[src/rtl/vga_timing_gen.sv]
// vga_timing_gen: 640x480@60 VGA raster timing (counters, syncs, bright, pixel/frame/game strobes).
// Latency: all decodes are registered from the next-count values, so they are aligned with hCount/vCount.
// Backpressure: none; the generator is free-running and its consumers must keep up every pixel.
//
// Ports:
//   clk          system clock (100 MHz)
//   rst          synchronous active-low reset
//   hCount       horizontal position 0..H_TOTAL-1 (origin = start of hsync)
//   vCount       vertical position 0..V_TOTAL-1 (origin = start of vsync)
//   hSync/vSync  active-low sync pulses
//   bright       1 inside the visible window
//   pix_en       one-clock strobe after every counter advance
//   frame_start  one-clock strobe when the counters wrap to (0,0)
//   game_tick    one-clock strobe every GAME_DIV frames
//
// Build option: define VGA_GAME_TICK_EN to build the frame counter behind
// game_tick. Without it game_tick is tied low and GAME_DIV has no effect.

module vga_timing_gen #(
  parameter int CLK_DIV  = 4,
  parameter int H_SYNC   = 96,
  parameter int H_BP     = 48,
  parameter int H_ACTIVE = 640,
  parameter int H_FP     = 16,
  parameter int V_SYNC   = 2,
  parameter int V_BP     = 33,
  parameter int V_ACTIVE = 480,
  parameter int V_FP     = 10,
  parameter int GAME_DIV = 1
) (
  input  logic       clk,
  input  logic       rst,
  output logic [9:0] hCount,
  output logic [9:0] vCount,
  output logic       hSync,
  output logic       vSync,
  output logic       bright,
  output logic       pix_en,
  output logic       frame_start,
  output logic       game_tick
);

  localparam int H_TOTAL = H_SYNC + H_BP + H_ACTIVE + H_FP;
  localparam int V_TOTAL = V_SYNC + V_BP + V_ACTIVE + V_FP;

  // Region boundaries held at 11 bits so a total of exactly 1024 still fits;
  // the *_END values are exclusive.
  localparam logic [10:0] H_SYNC_END = 11'(H_SYNC);
  localparam logic [10:0] H_ACT_BEG  = 11'(H_SYNC + H_BP);
  localparam logic [10:0] H_ACT_END  = 11'(H_SYNC + H_BP + H_ACTIVE);
  localparam logic [10:0] V_SYNC_END = 11'(V_SYNC);
  localparam logic [10:0] V_ACT_BEG  = 11'(V_SYNC + V_BP);
  localparam logic [10:0] V_ACT_END  = 11'(V_SYNC + V_BP + V_ACTIVE);

  localparam logic [9:0] H_LAST   = 10'(H_TOTAL - 1);
  localparam logic [9:0] V_LAST   = 10'(V_TOTAL - 1);
  localparam logic [3:0] DIV_LAST = 4'(CLK_DIV - 1);

  // Elaboration-time parameter sanity checks.
  if (H_TOTAL > 1024 || V_TOTAL > 1024) begin : g_bad_total
    $error("vga_timing_gen: H_TOTAL and V_TOTAL must not exceed 1024");
  end
  if (CLK_DIV < 1 || CLK_DIV > 16) begin : g_bad_div
    $error("vga_timing_gen: CLK_DIV must be in 1..16");
  end

  logic [3:0] div_q, div_d;
  logic [9:0] h_q, h_d;
  logic [9:0] v_q, v_d;
  logic       hsync_q, hsync_d;
  logic       vsync_q, vsync_d;
  logic       bright_q, bright_d;
  logic       pix_en_q;
  logic       frame_start_q;
  logic       adv;
  logic       line_end;
  logic       frame_end;
  logic [10:0] h_ext;
  logic [10:0] v_ext;

  always_comb begin
    adv       = (div_q == DIV_LAST);
    line_end  = adv && (h_q == H_LAST);
    frame_end = line_end && (v_q == V_LAST);

    // With CLK_DIV=1, DIV_LAST is 0 so div stays at 0 and every clock advances.
    div_d = adv ? 4'd0 : div_q + 4'd1;

    h_d = h_q;
    v_d = v_q;
    if (adv) begin
      h_d = line_end ? 10'd0 : h_q + 10'd1;
    end
    if (line_end) begin
      v_d = frame_end ? 10'd0 : v_q + 10'd1;
    end

    // Decode from the next counts so registered outputs line up with the counters.
    h_ext    = {1'b0, h_d};
    v_ext    = {1'b0, v_d};
    hsync_d  = (h_ext >= H_SYNC_END);
    vsync_d  = (v_ext >= V_SYNC_END);
    bright_d = (h_ext >= H_ACT_BEG) && (h_ext < H_ACT_END) &&
               (v_ext >= V_ACT_BEG) && (v_ext < V_ACT_END);
  end

  always_ff @(posedge clk) begin
    if (!rst) begin
      div_q         <= 4'd0;
      h_q           <= 10'd0;
      v_q           <= 10'd0;
      hsync_q       <= 1'b0;
      vsync_q       <= 1'b0;
      bright_q      <= 1'b0;
      pix_en_q      <= 1'b0;
      frame_start_q <= 1'b0;
    end else begin
      div_q         <= div_d;
      h_q           <= h_d;
      v_q           <= v_d;
      hsync_q       <= hsync_d;
      vsync_q       <= vsync_d;
      bright_q      <= bright_d;
      pix_en_q      <= adv;
      frame_start_q <= frame_end;
    end
  end

  assign hCount      = h_q;
  assign vCount      = v_q;
  assign hSync       = hsync_q;
  assign vSync       = vsync_q;
  assign bright      = bright_q;
  assign pix_en      = pix_en_q;
  assign frame_start = frame_start_q;

`ifdef VGA_GAME_TICK_EN
  localparam logic [7:0] FCNT_LAST = 8'(GAME_DIV - 1);

  if (GAME_DIV < 1 || GAME_DIV > 255) begin : g_bad_game_div
    $error("vga_timing_gen: GAME_DIV must be in 1..255");
  end

  logic [7:0] fcnt_q, fcnt_d;
  logic       tick_q, tick_d;

  // The tick is produced on the same edge as frame_start for the frame that
  // wraps fcnt, so both strobes coincide.
  always_comb begin
    fcnt_d = fcnt_q;
    tick_d = 1'b0;
    if (frame_end) begin
      if (fcnt_q == FCNT_LAST) begin
        fcnt_d = 8'd0;
        tick_d = 1'b1;
      end else begin
        fcnt_d = fcnt_q + 8'd1;
      end
    end
  end

  always_ff @(posedge clk) begin
    if (!rst) begin
      fcnt_q <= 8'd0;
      tick_q <= 1'b0;
    end else begin
      fcnt_q <= fcnt_d;
      tick_q <= tick_d;
    end
  end

  assign game_tick = tick_q;
`else
  logic unused_game_div;
  assign unused_game_div = (GAME_DIV == 0);
  assign game_tick       = 1'b0;
`endif

endmodule
[config.mk]
export PLATFORM = sky130hd
export DESIGN_NAME = vga_timing_gen
export DESIGN_NICKNAME = d
export VERILOG_FILES = /design/src/rtl/vga_timing_gen.sv
export SDC_FILE = /design/constraint.sdc
export NUM_CORES = 1
export LEC_CHECK = 0
export CORE_MARGIN = 2
export CORE_UTILIZATION = 50
export DETAILED_ROUTE_END_ITERATION = 16
export HOLD_SLACK_MARGIN = 0.05
export PLACE_DENSITY = 0.76
export SYNTH_ARGS = -nofsm -noshare
export SYNTH_HDL_FRONTEND = slang
export SYNTH_SLANG_ARGS = --single-unit
[constraint.sdc]
create_clock -name clk -period 4.2 [get_ports clk]
set_input_delay 0.84 -clock clk [delete_from_list [all_inputs] [get_ports clk]]
set_output_delay 0.84 -clock clk [all_outputs]
set_load 0.02 [all_outputs]
### Yosys cells after proc, flatten, opt, wreduce, memory -nomap -nowiden

Cells that the tools add are included.

| word-level totals | value |
|---|---|
| register bits after elaboration | 29 |
| logic and storage cells | 31 |

| cells by class | value |
|---|---|
| add/subtract/negate cells | 3 |
| order comparisons | 6 |
| eq/ne operators | 3 |
| muxes and demuxes | 4 |
| bitwise operators | 1 |
| reductions and logical operators | 6 |

Operators with widths:

| kind | count |
|---|---|
| 10-bit two-way mux | 4 |
| 10-bit by 1-bit adder with 10-bit output (second input constant) | 2 |
| 10-bit == test (second input constant) | 2 |
| 10-bit < comparator (second input constant) | 2 |
| 10-bit by 2-bit >= comparator with 1-bit output (second input constant) | 1 |
| 10-bit by 6-bit >= comparator with 1-bit output (second input constant) | 1 |
| 10-bit by 7-bit >= comparator with 1-bit output (second input constant) | 1 |
| 10-bit by 8-bit >= comparator with 1-bit output (second input constant) | 1 |
| 1-bit logical AND | 5 |
| 4-bit by 1-bit adder with 4-bit output (second input constant) | 1 |
| 4-bit by 2-bit == test with 1-bit output (second input constant) | 1 |
| 2-bit OR reduction | 1 |
| 1-bit NOT | 1 |

### Depth between registers and ports, before layout

| depth | value |
|---|---|
| depth after elaboration | 8 |
| mapped depth | 9 |
| depth with buffers taken out | 8 |

### Worst setup path before layout

OpenSTA, ideal clock, no wires.

| path | value |
|---|---|
| path kind | register -> register |
| from | register h_q[0], in the netlist hCount[0] |
| to | register bright_q, in the netlist bright |
| library setup time | 0.103 ns |
| arrival | 2.334 ns |
| data required time | 4.097 ns |
| slack | 1.763 ns |
| stages on the path, launching flop included | 10 |
| path buffers | 2 |
| period minus slack after synthesis | 2.437 ns |
| cells stage by stage | dfxtp_1 ha_1 and4bb_1 buf_6 and4_4 buf_6 mux2i_2 a31oi_1 a221o_1 a2111oi_2 |

| between the ends | value |
|---|---|
| longest elaborated chain between the ends | 8 |
| elaborated cells on any way between the ends | 15 |
| those cells by class | 1 x add/sub; 4 x order compare; 1 x eq/ne; 4 x mux; 5 x reduce/logical |

Ends and longest elaborated chain:

| what | line | RTL |
|---|---|---|
| from (decl) | 68 | `logic [9:0] h_q, h_d;` |
| from (signal assigned) | 110 | `h_q <= 10'd0;` |
| from (signal assigned) | 119 | `h_q <= h_d;` |
| branches (longest 7 deep; another with 10-bit by 1-bit adder with 10-bit output) | - |  |
| 1-bit logical AND (*) | 104 | `(v_ext >= V_ACT_BEG) && (v_ext < V_ACT_END);` |
| to (signal assigned) | 123 | `bright_q <= bright_d;` |
| to (decl) | 72 | `logic bright_q, bright_d;` |

Every way passes the cells marked *.
A chain may end at the register's enable or synchronous reset.

### Final worst setup path

| path | value |
|---|---|
| from | register div_q[0] |
| to | register bright_q, in the netlist bright |

| between the ends | value |
|---|---|
| longest elaborated chain between the ends | 8 |
| elaborated cells on any way between the ends | 14 |
| those cells by class | 4 x order compare; 1 x eq/ne; 4 x mux; 5 x reduce/logical |

Ends and longest elaborated chain:

| what | line | RTL |
|---|---|---|
| from (decl) | 67 | `logic [3:0] div_q, div_d;` |
| from (signal assigned) | 118 | `div_q <= div_d;` |
| 4-bit by 2-bit == test with 1-bit output (*) | 82 | `adv = (div_q == DIV_LAST);` |
| 1-bit logical AND | 83 | `line_end = adv && (h_q == H_LAST);` |
| 10-bit two-way mux / 1-bit logical AND (equally long branches) | 92, 84 |  |
| 10-bit two-way mux (on tied branches) | 91, 95 |  |
| 10-bit by 8-bit >= comparator with 1-bit output, or another cell as far along | 103 | `bright_d = (h_ext >= H_ACT_BEG) && (h_ext < H_ACT_END) &&` |
| 1-bit logical AND / 10-bit by 6-bit >= comparator with 1-bit output (equally long branches) | 103, 104 |  |
| 1-bit logical AND | 103 |  |
| 1-bit logical AND (*) | 104 |  |

Every way passes the cells marked *; elsewhere a longest branch is shown, timed or not.

==> results by group <==
Status
  – Status: complete, no violations

Clocking
  – Cts repair resizes: 0
  – Number of buffers added for setup after CTS: 0
  – Clk sinks: 29
  – Clock-pin slew on the worst setup and hold paths: ~0.08 ns
  – CTS tree: built
  – Hold Buf Count CTS: 0
  – Root Driver: clkbuf_4
  – Clk Latency, worst-skew pair: 0.33 ns
  – Htree depth: 2
  – Num CTS Buffers: 5
  – Longest Clk Path Bufs: 2

Detailed routing
  – Antenna Nets Post-Route: 0
  – Via density: between 5 and 6
  – Uppermost routed layer: met4
  – DR WL met2: 1875 µm
  – Routed len/inst: 14.22 µm
  – # DRC: 0
  – Met3 WL: 147 µm
  – WL met1: 1607 µm
  – Final wirelength: 3754 µm
  – Starting DRT DRC Count: 132
  – DRT Pass-1 Iters: 4
  – Routed vias: between 1,500 and 2,000

STA
  – RSZ-0062 raised after global routing: false
  – Tmin final: about 2.8 ns
  – Final setup violation count: 0
  – Hold slack: 0.4606 ns
  – Rel. slew slack: 64.36%
  – Slew at the pin closest to its max-slew limit: roughly 0.53 ns
  – Peak Freq: 356.8 MHz
  – Worst setup margin: 1.398 ns
  – Max-slew violation count: 0
  – Setup TNS: 0 ns
  – Final hold violation count: 0
  – Tcrit/Tclk final: 66.72%
  – Final Skew: 0.007083 ns

Synth
  – Count leader, synth: dfxtp_1
  – Share of flip-flops with an asynchronous set or reset: 0%
  – Number of enable flip-flop cells after synthesis: 0
  – Leading area contributor after synthesis: dfxtp_1
  – Synth warn: 0
  – Synth Area per Inst: 8.312 µm²
  – Syn Std Cell Area: 1629 µm²
  – Synth Net Count: 202
  – Post-synth cell types: 48
  – Ranking of synthesized cells by area: dfxtp_1 36%, nor2_1 6.2%, nand2_1 4.4%
  – Top FF cell, synth: dfxtp_1
  – Share of the synthesized area in the top cell type: 35.64%
  – Post-synth top cells: 29 x dfxtp_1, 27 x nor2_1, 19 x nand2_1
  – Post-synthesis sequential area ratio: a little over a third
  – Synthesized netlist cell count: 196
  – Seq cells post-synth: 29

Placed design
  – Placed cells: roughly 260
  – Placer Congestion: a little over 0.9
  – HPWL after DPL: 2789 µm
  – Area after DPL: 1884 µm²
  – Pre-CTS WS: approximately 1.5 ns
  – PortBufs: 26

Setup path
  – Critical Setup Path Class: reg2reg
  – Crit start category: flop
  – Critical path cell sequence: ha_1 > and4bb_1 > nand4_4 > o31ai_1 > a21boi_0 > a221o_1 > a2111oi_2
  – Largest delay share family, worst path: compound AO/OA/AOI/OAI gates
  – Max incr delay on CP: 0.50 ns
  – Peak fanout along the critical path: 14
  – Number of cells on the critical path: 7
  – CP Buf/Inv Count: 0
  – Type of destination of the critical path: flop
  – WP data required: 4.43 ns
  – WP data arrival: slightly above 3 ns
  – FF-to-FF path depth: 7
  – Worst path slowest cell: and4bb_1

Layout
  – Syn-to-layout area delta: 19.05%
  – # fillers: 294
  – Layout cells sized above 1: under 10%
  – Final Non-Filler Cells: approximately 260
  – Fin nets: around 230
  – Antenna Cells: 0
  – Cell area after layout: 1939 µm²
  – Final core occ: 63.01%

Flow run
  – Max Cap Viol: 0

Floorplanning
  – Die ar.: 3731 µm²
  – Die Y: 61.08 µm
  – Core area: approximately 3100 µm²
  – Std cell rows: 20
  – Initial core utilization: 52.93%
  – Ports: 28
  – DIE WIDTH: 61.08 µm

Power and ir drop
  – Power density cells: about 240 nW/µm²
  – Leakage: 0.6496 nW
  – Peak supply drop: 0.0001486 V
  – Tot Pwr: 467.2 µW

Global route
  – Largest net degree at the start of global routing: 17
  – GRT Overall Usage: 23.14%
  – GRT overflow: 0
  – First-pass GRT wire length: 6285 µm
  – Initial antenna violation count: 0
  – Vias in the first global route: ~1,400

Hold path
  – Worst hold-check path type: reg2reg
  – Worst Hold Path Cells: 1
==> per-layer routing <==
metal,vias to the layer above,GRT usage (%)
met4,0,13.66
li1,746,-
met1,715,26.96
met3,13,6.513
met2,36,37.84
met5,-,0
==> power breakdown <==
| part | leakage (nW) | switching (mW) | total [mW] | internal [mW] |
|---|---|---|---|---|
| combinational | 0.384 | 0.0117 | 0.0178 | 0.00610 |
| sequential | 0.234 | 0.00266 | 0.281 | 0.278 |
| clock | 0.0314 | 0.0896 | 0.168 | 0.0788 |
| total | 0.650 | 0.104 | 0.467 | 0.363 |
==> flip-flops by register name, summed over array words and instances (netlist names) <==
| signal | count |
|---|---|
| div_q | 4 |
| bright | 1 |
| frame_start | 1 |
| pix_en | 1 |
| vCount | 10 |
| hCount | 10 |
| vSync | 1 |
| hSync | 1 |
==> cells by family (layout without fill, tap and decap cells) <==
family / Yosys count / count (layout) / synth area share, %
other cells: 1 / 1 / 0.2302
mux: 2 / 2 / 1.536
flops: 29 / 29 / 35.64
compound gates: 27 / 27 / 11.91
buf+inv: 17 / 41 / 5.530
fa+ha+maj: 4 / 4 / 3.072
simple gates: 103 / 103 / 35.10
xor+xnor: 13 / 13 / 6.989
==> cells in the final DEF, fill, tap and decap left out, types with 2 or more instances in the layout <==
master	count
and4_1	2
clkbuf_4	5
o21ai_0	2
nand4bb_1	2
nor3_1	13
nand3_1	12
nand2_1	19
xnor2_1	7
clkdlybuf4s50_1	26
nor2_1	27
or3_1	2
inv_1	8
o21ai_1	2
nand4_1	5
and2_1	3
a21oi_1	7
o31a_1	3
a31oi_1	2
xor2_1	6
dfxtp_1	29
ha_1	4
nor4b_1	2
and4_4	2
nor4_1	2
and3_1	4
a21boi_0	2
==> final timing paths <==
check / from / slack, ns / endpoint
worst max-delay path: div_q[0] / 1.40 / bright
worst min-delay path: div_q[0] / 0.46 / div_q[0]
worst max register to register: div_q[0] / 1.40 / bright
worst min register to register: div_q[0] / 0.46 / div_q[0]
==> layout make-up <==
| cell class | instances | area [µm²] | share of cell area (%) |
|---|---|---|---|
| Multi-Input combinational cell | 150 | 958.4 | 49.42 |
| Clock buffer | 7 | 55.05 | 2.839 |
| Timing Repair Buffer | 26 | 260.3 | 13.42 |
| Tap cell | 44 | 55.05 | 2.839 |
| Sequential cell | 29 | 580.6 | 29.94 |
| Inverter | 8 | 30.03 | 1.548 |
No activity file was read; power rests on OpenSTA's default activity.
